===== config.mk =====
export PLATFORM = sky130hd
export DESIGN_NAME = redux_ctrl
export DESIGN_NICKNAME = d
export VERILOG_FILES = /design/src/rtl/redux_ctrl.sv
export SDC_FILE = /design/constraint.sdc
export NUM_CORES = 1
export LEC_CHECK = 0
export CORE_ASPECT_RATIO = 2
export CORE_MARGIN = 8
export CORE_UTILIZATION = 25
export CTS_CLUSTER_SIZE = 30
export DETAILED_ROUTE_END_ITERATION = 8
export GPL_TIMING_DRIVEN = 0
export PLACE_DENSITY_LB_ADDON = 0.08
export SLEW_MARGIN = 20
export SYNTH_ARGS = -nofsm -noshare
export SYNTH_HDL_FRONTEND = slang
export SYNTH_SLANG_ARGS = --single-unit

===== constraint.sdc =====
create_clock -name clk -period 2 [get_ports clk]
set_input_delay 0.4 -clock clk [delete_from_list [all_inputs] [get_ports clk]]
set_output_delay 0.4 -clock clk [all_outputs]
set_load 0.05 [all_outputs]

===== src/rtl/redux_ctrl.sv =====
// Multicycle fetch/decode/execute controller for the Redux-V 8-bit core; owns PC and IR.
// Latency: 3 cycles per ALU/LI/BRZR/JI instruction and 4 per LW/SW with zero-wait memory.
// Backpressure: mem_req and its address/data are held until mem_ack. REDUX_CTRL_ICOUNT_EN adds an icount port.
module redux_ctrl #(
    parameter int             MEM_W    = 8,
    parameter logic [MEM_W-1:0] RESET_PC = 8'h00
) (
    input  logic             clk,
    input  logic             rst_n,
    output logic             mem_req,
    output logic             mem_we,
    output logic [MEM_W-1:0] mem_addr,
    output logic [MEM_W-1:0] mem_wdata,
    input  logic [MEM_W-1:0] mem_rdata,
    input  logic             mem_ack,
    output logic [1:0]       rf_ra_sel,
    output logic [1:0]       rf_rb_sel,
    input  logic [MEM_W-1:0] rf_ra_data,
    input  logic [MEM_W-1:0] rf_rb_data,
    output logic             rf_we,
    output logic [1:0]       rf_wsel,
    output logic [MEM_W-1:0] rf_wdata,
    output logic [3:0]       alu_select,
    input  logic [MEM_W-1:0] alu_s,
    output logic [MEM_W-1:0] pc,
    output logic             halted
`ifdef REDUX_CTRL_ICOUNT_EN
    ,
    output logic [15:0]      icount
`endif
);

    localparam logic [3:0] OP_LW   = 4'hA;
    localparam logic [3:0] OP_SW   = 4'hB;
    localparam logic [3:0] OP_BRZR = 4'hC;
    localparam logic [3:0] OP_JI   = 4'hD;
    localparam logic [3:0] OP_LI   = 4'hE;
    localparam logic [3:0] OP_HALT = 4'hF;

    typedef enum logic [2:0] {FETCH, DECODE, EXEC, MEMW, HALT} state_t;

    state_t           state, state_nxt;
    logic [MEM_W-1:0] ir;
    logic [MEM_W-1:0] pc_nxt;
    logic [3:0]       op;
    logic [1:0]       ra, rb;
    logic [MEM_W-1:0] imm_sext;

    assign op         = ir[7:4];
    assign ra         = ir[3:2];
    assign rb         = ir[1:0];
    assign imm_sext   = {{(MEM_W-4){ir[3]}}, ir[3:0]};
    assign rf_ra_sel  = ra;
    assign rf_rb_sel  = rb;
    assign alu_select = (op <= 4'd9) ? op : 4'd0;

    always_comb begin
        state_nxt = state;
        pc_nxt    = pc;
        rf_we     = 1'b0;
        rf_wsel   = 2'd0;
        rf_wdata  = '0;
        case (state)
            FETCH: begin
                if (mem_req && mem_ack) begin
                    state_nxt = DECODE;
                    pc_nxt    = pc + MEM_W'(1);
                end
            end
            DECODE: state_nxt = EXEC;
            EXEC: begin
                state_nxt = FETCH;
                case (op)
                    OP_LW, OP_SW: state_nxt = MEMW;
                    OP_BRZR: if (rf_ra_data == '0) pc_nxt = rf_rb_data;
                    OP_JI:   pc_nxt = pc + imm_sext;
                    OP_LI: begin
                        rf_we    = 1'b1;
                        rf_wsel  = ra;
                        rf_wdata = {{(MEM_W-2){1'b0}}, rb};
                    end
                    OP_HALT: state_nxt = HALT;
                    default: begin
                        rf_we    = 1'b1;
                        rf_wsel  = ra;
                        rf_wdata = alu_s;
                    end
                endcase
            end
            MEMW: begin
                if (mem_req && mem_ack) begin
                    state_nxt = FETCH;
                    if (!mem_we) begin
                        rf_we    = 1'b1;
                        rf_wsel  = ra;
                        rf_wdata = mem_rdata;
                    end
                end
            end
            HALT:    state_nxt = HALT;
            default: state_nxt = FETCH;
        endcase
    end

    always_ff @(posedge clk or negedge rst_n) begin
        if (!rst_n) begin
            state     <= FETCH;
            pc        <= RESET_PC;
            ir        <= '0;
            mem_req   <= 1'b0;
            mem_we    <= 1'b0;
            mem_addr  <= '0;
            mem_wdata <= '0;
            halted    <= 1'b0;
        end else begin
            state <= state_nxt;
            pc    <= pc_nxt;
            if (state == FETCH && mem_req && mem_ack)
                ir <= mem_rdata;
            if (state == EXEC && op == OP_HALT)
                halted <= 1'b1;
            // Requests are launched one cycle ahead so address/data are registered for the whole handshake.
            if (state == FETCH && !mem_req) begin
                mem_req  <= 1'b1;
                mem_we   <= 1'b0;
                mem_addr <= pc;
            end else if (state_nxt == FETCH && state != FETCH) begin
                mem_req  <= 1'b1;
                mem_we   <= 1'b0;
                mem_addr <= pc_nxt;
            end else if (state_nxt == MEMW && state == EXEC) begin
                mem_req  <= 1'b1;
                mem_we   <= (op == OP_SW);
                mem_addr <= rf_rb_data;
                if (op == OP_SW)
                    mem_wdata <= rf_ra_data;
            end else if (mem_req && mem_ack) begin
                mem_req <= 1'b0;
            end
        end
    end

`ifdef REDUX_CTRL_ICOUNT_EN
    always_ff @(posedge clk or negedge rst_n) begin
        if (!rst_n)
            icount <= 16'd0;
        else if ((state == EXEC && state_nxt != MEMW) || (state == MEMW && mem_req && mem_ack))
            icount <= icount + 16'd1;
    end
`endif

endmodule


Word-level counts from Yosys, hierarchy flattened
Cells that the tools add are included.
- register bits after elaboration: 38
- word-level logic and storage cells: 72
- $add $sub $neg: 2
- $lt $le $gt $ge: 1
- eq/ne operators: 11
- muxes and demuxes: 31
- bitwise logic cells: 2
- reduce and logical (&&, ||, !) cells: 17
- operators by type and width (kind ; count):
    one-hot mux 8 bit (2 select lines) ; 4
    2-to-1 mux 8 bit ; 7
    equality test 4 bit (second input constant) ; 6
    one-hot mux 3 bit (5 select lines) ; 1
    2-to-1 mux 1 bit ; 10
    equality test 3 x 2 -> 1 bit (second input constant) ; 3
    adder 8 x 1 -> 8 bit (second input constant) ; 1
    adder 8 bit ; 1
    zero test 8 bit ; 1
    logical AND 1 bit ; 7
    zero test 3 bit ; 2
    2-to-1 mux 2 bit ; 3
    2-to-1 mux 3 bit ; 2
    one-hot mux 3 bit (2 select lines) ; 1
    nonzero test 3 bit ; 2
    OR reduction 5 bit ; 1
    <= comparator 4 bit (second input constant) ; 1
    2-to-1 mux 4 bit ; 1
    one-hot mux 2 bit (2 select lines) ; 1
    AND reduction 4 bit ; 1
    nonzero test 4 bit ; 1
    equality test 3 x 1 -> 1 bit (second input constant) ; 1
    equality test 3 bit (second input constant) ; 1
    inverter 1 bit ; 2
    other kinds (3) ; 3

Longest topological paths before layout
- depth in word-level cells: 9
- mapped depth: 8
- depth with buffers taken out: 8

Worst setup path after synthesis
OpenSTA, ideal clock, no wires.
- path kind: reg-to-output
- start: register mem_req
- end: output rf_wsel[0]
- arrival time: 2257 ps
- required time: 1600 ps
- slack: -657 ps
- cell stages (with the launch flop): 5
- path buffers: 0
- cells stage by stage: dfrtp_1 -> nand2_1 -> nor4_2 -> a21oi_1 -> nor2b_1
- longest elaborated chain between the ends: 3
- RTL lines (item ; line ; text):
    start, declared ; 10 ; output logic mem_req,
    start signal, assigned ; 110 ; mem_req <= 1'b0;
    start signal, assigned ; 124 ; mem_req <= 1'b1;
    start signal, assigned ; 128 ; mem_req <= 1'b1;
    logical AND 1 bit ; 91 ; if (mem_req && mem_ack) begin
    2-to-1 mux 2 bit ; 91 ;
    one-hot mux 2 bit (2 select lines) ; 63 ; case (state)
    end, declared ; 21 ; output logic [1:0] rf_wsel,
No other way between the ends.

Worst setup path in the final report
- start: register state[2]
- end: output rf_wdata[3]
- longest elaborated chain between the ends: 2
- elaborated cells on any way between the ends: 3
- those cells by class: eq/ne (2); mux (1)
- RTL lines (item ; line ; text):
    start, declared ; 42 ; state_t state, state_nxt;
    start signal, assigned ; 116 ; state <= state_nxt;
    equality test 3 x 2 -> 1 bit ; 63 ;
    one-hot mux 8 bit (2 select lines) (*) ; 63 ;
    end, declared ; 22 ; output logic [MEM_W-1:0] rf_wdata,
Every way passes the cells marked *; elsewhere a longest branch is shown, timed or not.

==> flow_metrics.env <==
export IMPL_seq_area_frac_synth=0.366
export IMPL_numCtsBuffers=5
export IMPL_maxSlewHeadroom=0.571
export IMPL_path_common_cell="buf_8"
export IMPL_layout_drive_gt1_share=0.399
export IMPL_busiest_layer="met2"
export IMPL_cp_data_required_time_ps=1600
export IMPL_grt_overflow_total=0
export IMPL_finalInstanceArea_um2=4430
export IMPL_crit_fanout=8
export IMPL_setup_slack_ps=-246
export IMPL_period_needed_ps=2250
export IMPL_dp_hpwl_um=7990
export IMPL_clock_sinks=38
export IMPL_synthArstFlopShare=1.00
export IMPL_drt_iter0_drc=94
export IMPL_ys_ff_latch=38
export IMPL_ys_warn_count=0
export IMPL_cts_hold_buf=0
export IMPL_num_vias=2754
export IMPL_antenna_found_initial=0
export IMPL_final_period_utilization=1.12
export IMPL_ant_nets=0
export IMPL_final_common_cell="clkdlybuf4s50_1"
export IMPL_skew_ps=5.71
export IMPL_place_congestion=0.888
export IMPL_core_um2=10100
export IMPL_num_fill_cells=1054
export IMPL_die_area_um2=14100
export IMPL_grt_use_met3=0.0226
export IMPL_cp_arrival_ps=1850
export IMPL_violations="negative setup slack"
export IMPL_hold_path_class="in2async"
export IMPL_die_width_um=88.1
export IMPL_synthTopCellsByArea="dfrtp_1 37%, mux2_2 6.1%, nand2_1 4.6%"
export IMPL_yosysUniqueCellTypes=55
export IMPL_io_buffer_count=80
export IMPL_grt_pass1_wl_um=16300
export IMPL_yosys_area_top_type="dfrtp_1"
export IMPL_grt_pass1_vias=2938
export IMPL_p_leak_uw=0.00182
export IMPL_grt_max_degree=22
export IMPL_die_h_um=160
export IMPL_num_rows=52
export IMPL_power_uw=8990
export IMPL_synth_edf_count=0
export IMPL_placed_area_um2=3760
export IMPL_drc_errors=0
export IMPL_syn_avg_cell_area_um2=8.96
export IMPL_clockBufferDepth=2
export IMPL_syn_nets=334
export IMPL_synthCells=290
export IMPL_hold_violations=0
export IMPL_path_cells="or3b_4 > buf_8 > nor2b_4 > clkbuf_16 > a22o_4 > buf_8"
export IMPL_maxCapViolCount=0
export IMPL_critPathCaptureType="primary output"
export IMPL_final_util=0.436
export IMPL_setup_viol=14
export IMPL_fmax_ghz=0.445
export IMPL_first_pass_iters=4
export IMPL_wl_per_cell_um=19.2
export IMPL_wl_um=10400
export IMPL_use_met1=0.153
export IMPL_outcome="finished with violations"
export IMPL_area_delta_synth_final_pct=70.5
export IMPL_clk_latency_ps=290
export IMPL_powerDensity_nw_per_um2=2030
export IMPL_synth_top_area_frac=0.366
export IMPL_hold_slack_ps=65.4
export IMPL_drv_slew=0
export IMPL_cpPeakStageDelay_ps=430
export IMPL_rsz0062_at_grt="yes"
export IMPL_start_util=0.256
export IMPL_diodes=0
export IMPL_critical_path_class="reg2out"
export IMPL_ir_drop_v=0.000816
export IMPL_worstMarginPinSlew_ps=643
export IMPL_synth_area_um2=2600
export IMPL_routed_via_density=5.09
export IMPL_cts_tree="yes"
export IMPL_root_buffer="clkbuf_16"
export IMPL_use_met2=0.288
export IMPL_cp_start_kind="flip-flop"
export IMPL_grt_usage=0.151
export IMPL_nNetsFinal=449
export IMPL_crit_slowest_cell="dfrtp_1"
export IMPL_io_pins=81
export IMPL_synth_flop_cell="dfrtp_1"
export IMPL_final_cell_mix="44 x clkdlybuf4s50_1, 32 x buf_4, 27 x nor2_1, 25 x nand2_1, 25 x dfrtp_1"
export IMPL_clk_pin_slew_ps=60
export IMPL_fin_tns_setup_ps=-2630
export IMPL_h_tree_depth=2
-- what timing repair did --
item / 4_1_cts / 5_1_grt
pin swaps: 12 / 8
resized for setup: 176 / 27
setup buffers: 19 / 11
setup endpoints to repair: 59 / 39
-- cell families (layout without fill, tap and decap cells) --
logic type / count (synthesis) / count (layout) / share of synthesized area
AO/OA/AOI/OAI: 88 / 88 / 0.227
XOR/XNOR: 3 / 3 / 0.0101
adder cells (fa/ha/maj): 9 / 9 / 0.0462
buffers and inverters: 23 / 139 / 0.0482
flip-flops: 38 / 38 / 0.366
multiplexers: 19 / 19 / 0.0800
AND/OR/NAND/NOR: 110 / 110 / 0.222
-- final timing paths --
check	start	to	slack, ps	cells after the start
min	rst_n	mem_wdata[4]$_DFFE_PN0P_	70	1
min reg2reg	halted$_DFFE_PN0P_	halted$_DFFE_PN0P_	490	1
max in group asynchronous	rst_n	pc[1]$_DFF_PN0_	1430	2
max reg2reg	pc[1]$_DFF_PN0_	mem_addr[7]$_DFFE_PN0P_	-230	7
min in group clk	rf_ra_data[5]	mem_wdata[5]$_DFFE_PN0P_	340	2
max	state[2]$_DFF_PN0_	rf_wdata[3]	-250	6
-- report_power, final --
group / leakage (uW) / internal [uW] / switching [uW]
sequential: 0.000436 / 1190 / 474
clock: 0.0000729 / 495 / 351
combinational: 0.00131 / 2640 / 3840
total: 0.00182 / 4320 / 4660
-- critical path, delay by kind of cell, from the launching register on --
family,cells,cell delay [ps]
buffers and inverters,3,460
AOI/OAI and AO/OA,1,120
and+or+nand+nor,2,540
DFF,1,430
-- synthesized netlist by cell type, types with 3 or more instances --
| master | number |
|---|---|
| nor3_1 | 9 |
| nor2_1 | 31 |
| a31oi_1 | 3 |
| a21o_1 | 4 |
| nand2_1 | 32 |
| ha_1 | 8 |
| inv_1 | 6 |
| nand3_1 | 4 |
| a21oi_1 | 20 |
| o21ai_0 | 17 |
| nor2b_1 | 4 |
| a221oi_1 | 4 |
| dfrtp_1 | 38 |
| nand4_1 | 4 |
| o22ai_1 | 7 |
| buf_4 | 5 |
| clkbuf_1 | 6 |
| a211oi_1 | 8 |
| and2_1 | 3 |
| mux2_2 | 14 |
| buf_2 | 4 |
| a22o_1 | 6 |
| mux2i_1 | 5 |
-- stage by stage --
stage | setup WS, ps | instances
final | -246 | 541
after global routing | -285 | 541
after CTS | -281 | 531
after detailed placement | -1430 | 506
after global placement | -1440 | 505
after floorplan | -109 | 290
-- area by class of cell --
cell class,count,area (um2),area share
Buffer,14,130,0.0294
Clock buffer,6,139,0.0314
Clock inverter,2,12.5,0.00282
Inverter,6,26.3,0.00593
Multi-Input combinational cell,229,1910,0.431
Sequential cell,38,970,0.219
Tap cell,135,169,0.0381
Timing Repair Buffer,111,1070,0.243
-- flip-flops by register name (all words and copies together), names as in the netlist --
signal / flops
halted: 1
ir: 8
mem_addr: 8
mem_req: 1
mem_wdata: 8
mem_we: 1
pc: 8
state: 3
-- per-layer routing --
| layer | vias up | wire length (um) |
|---|---|---|
| met5 | - | 0 |
| met4 | 0 | 304 |
| met3 | 17 | 405 |
| met2 | 86 | 5990 |
| met1 | 1346 | 3680 |
| li1 | 1305 | - |
(Power assumes the default switching activity.)
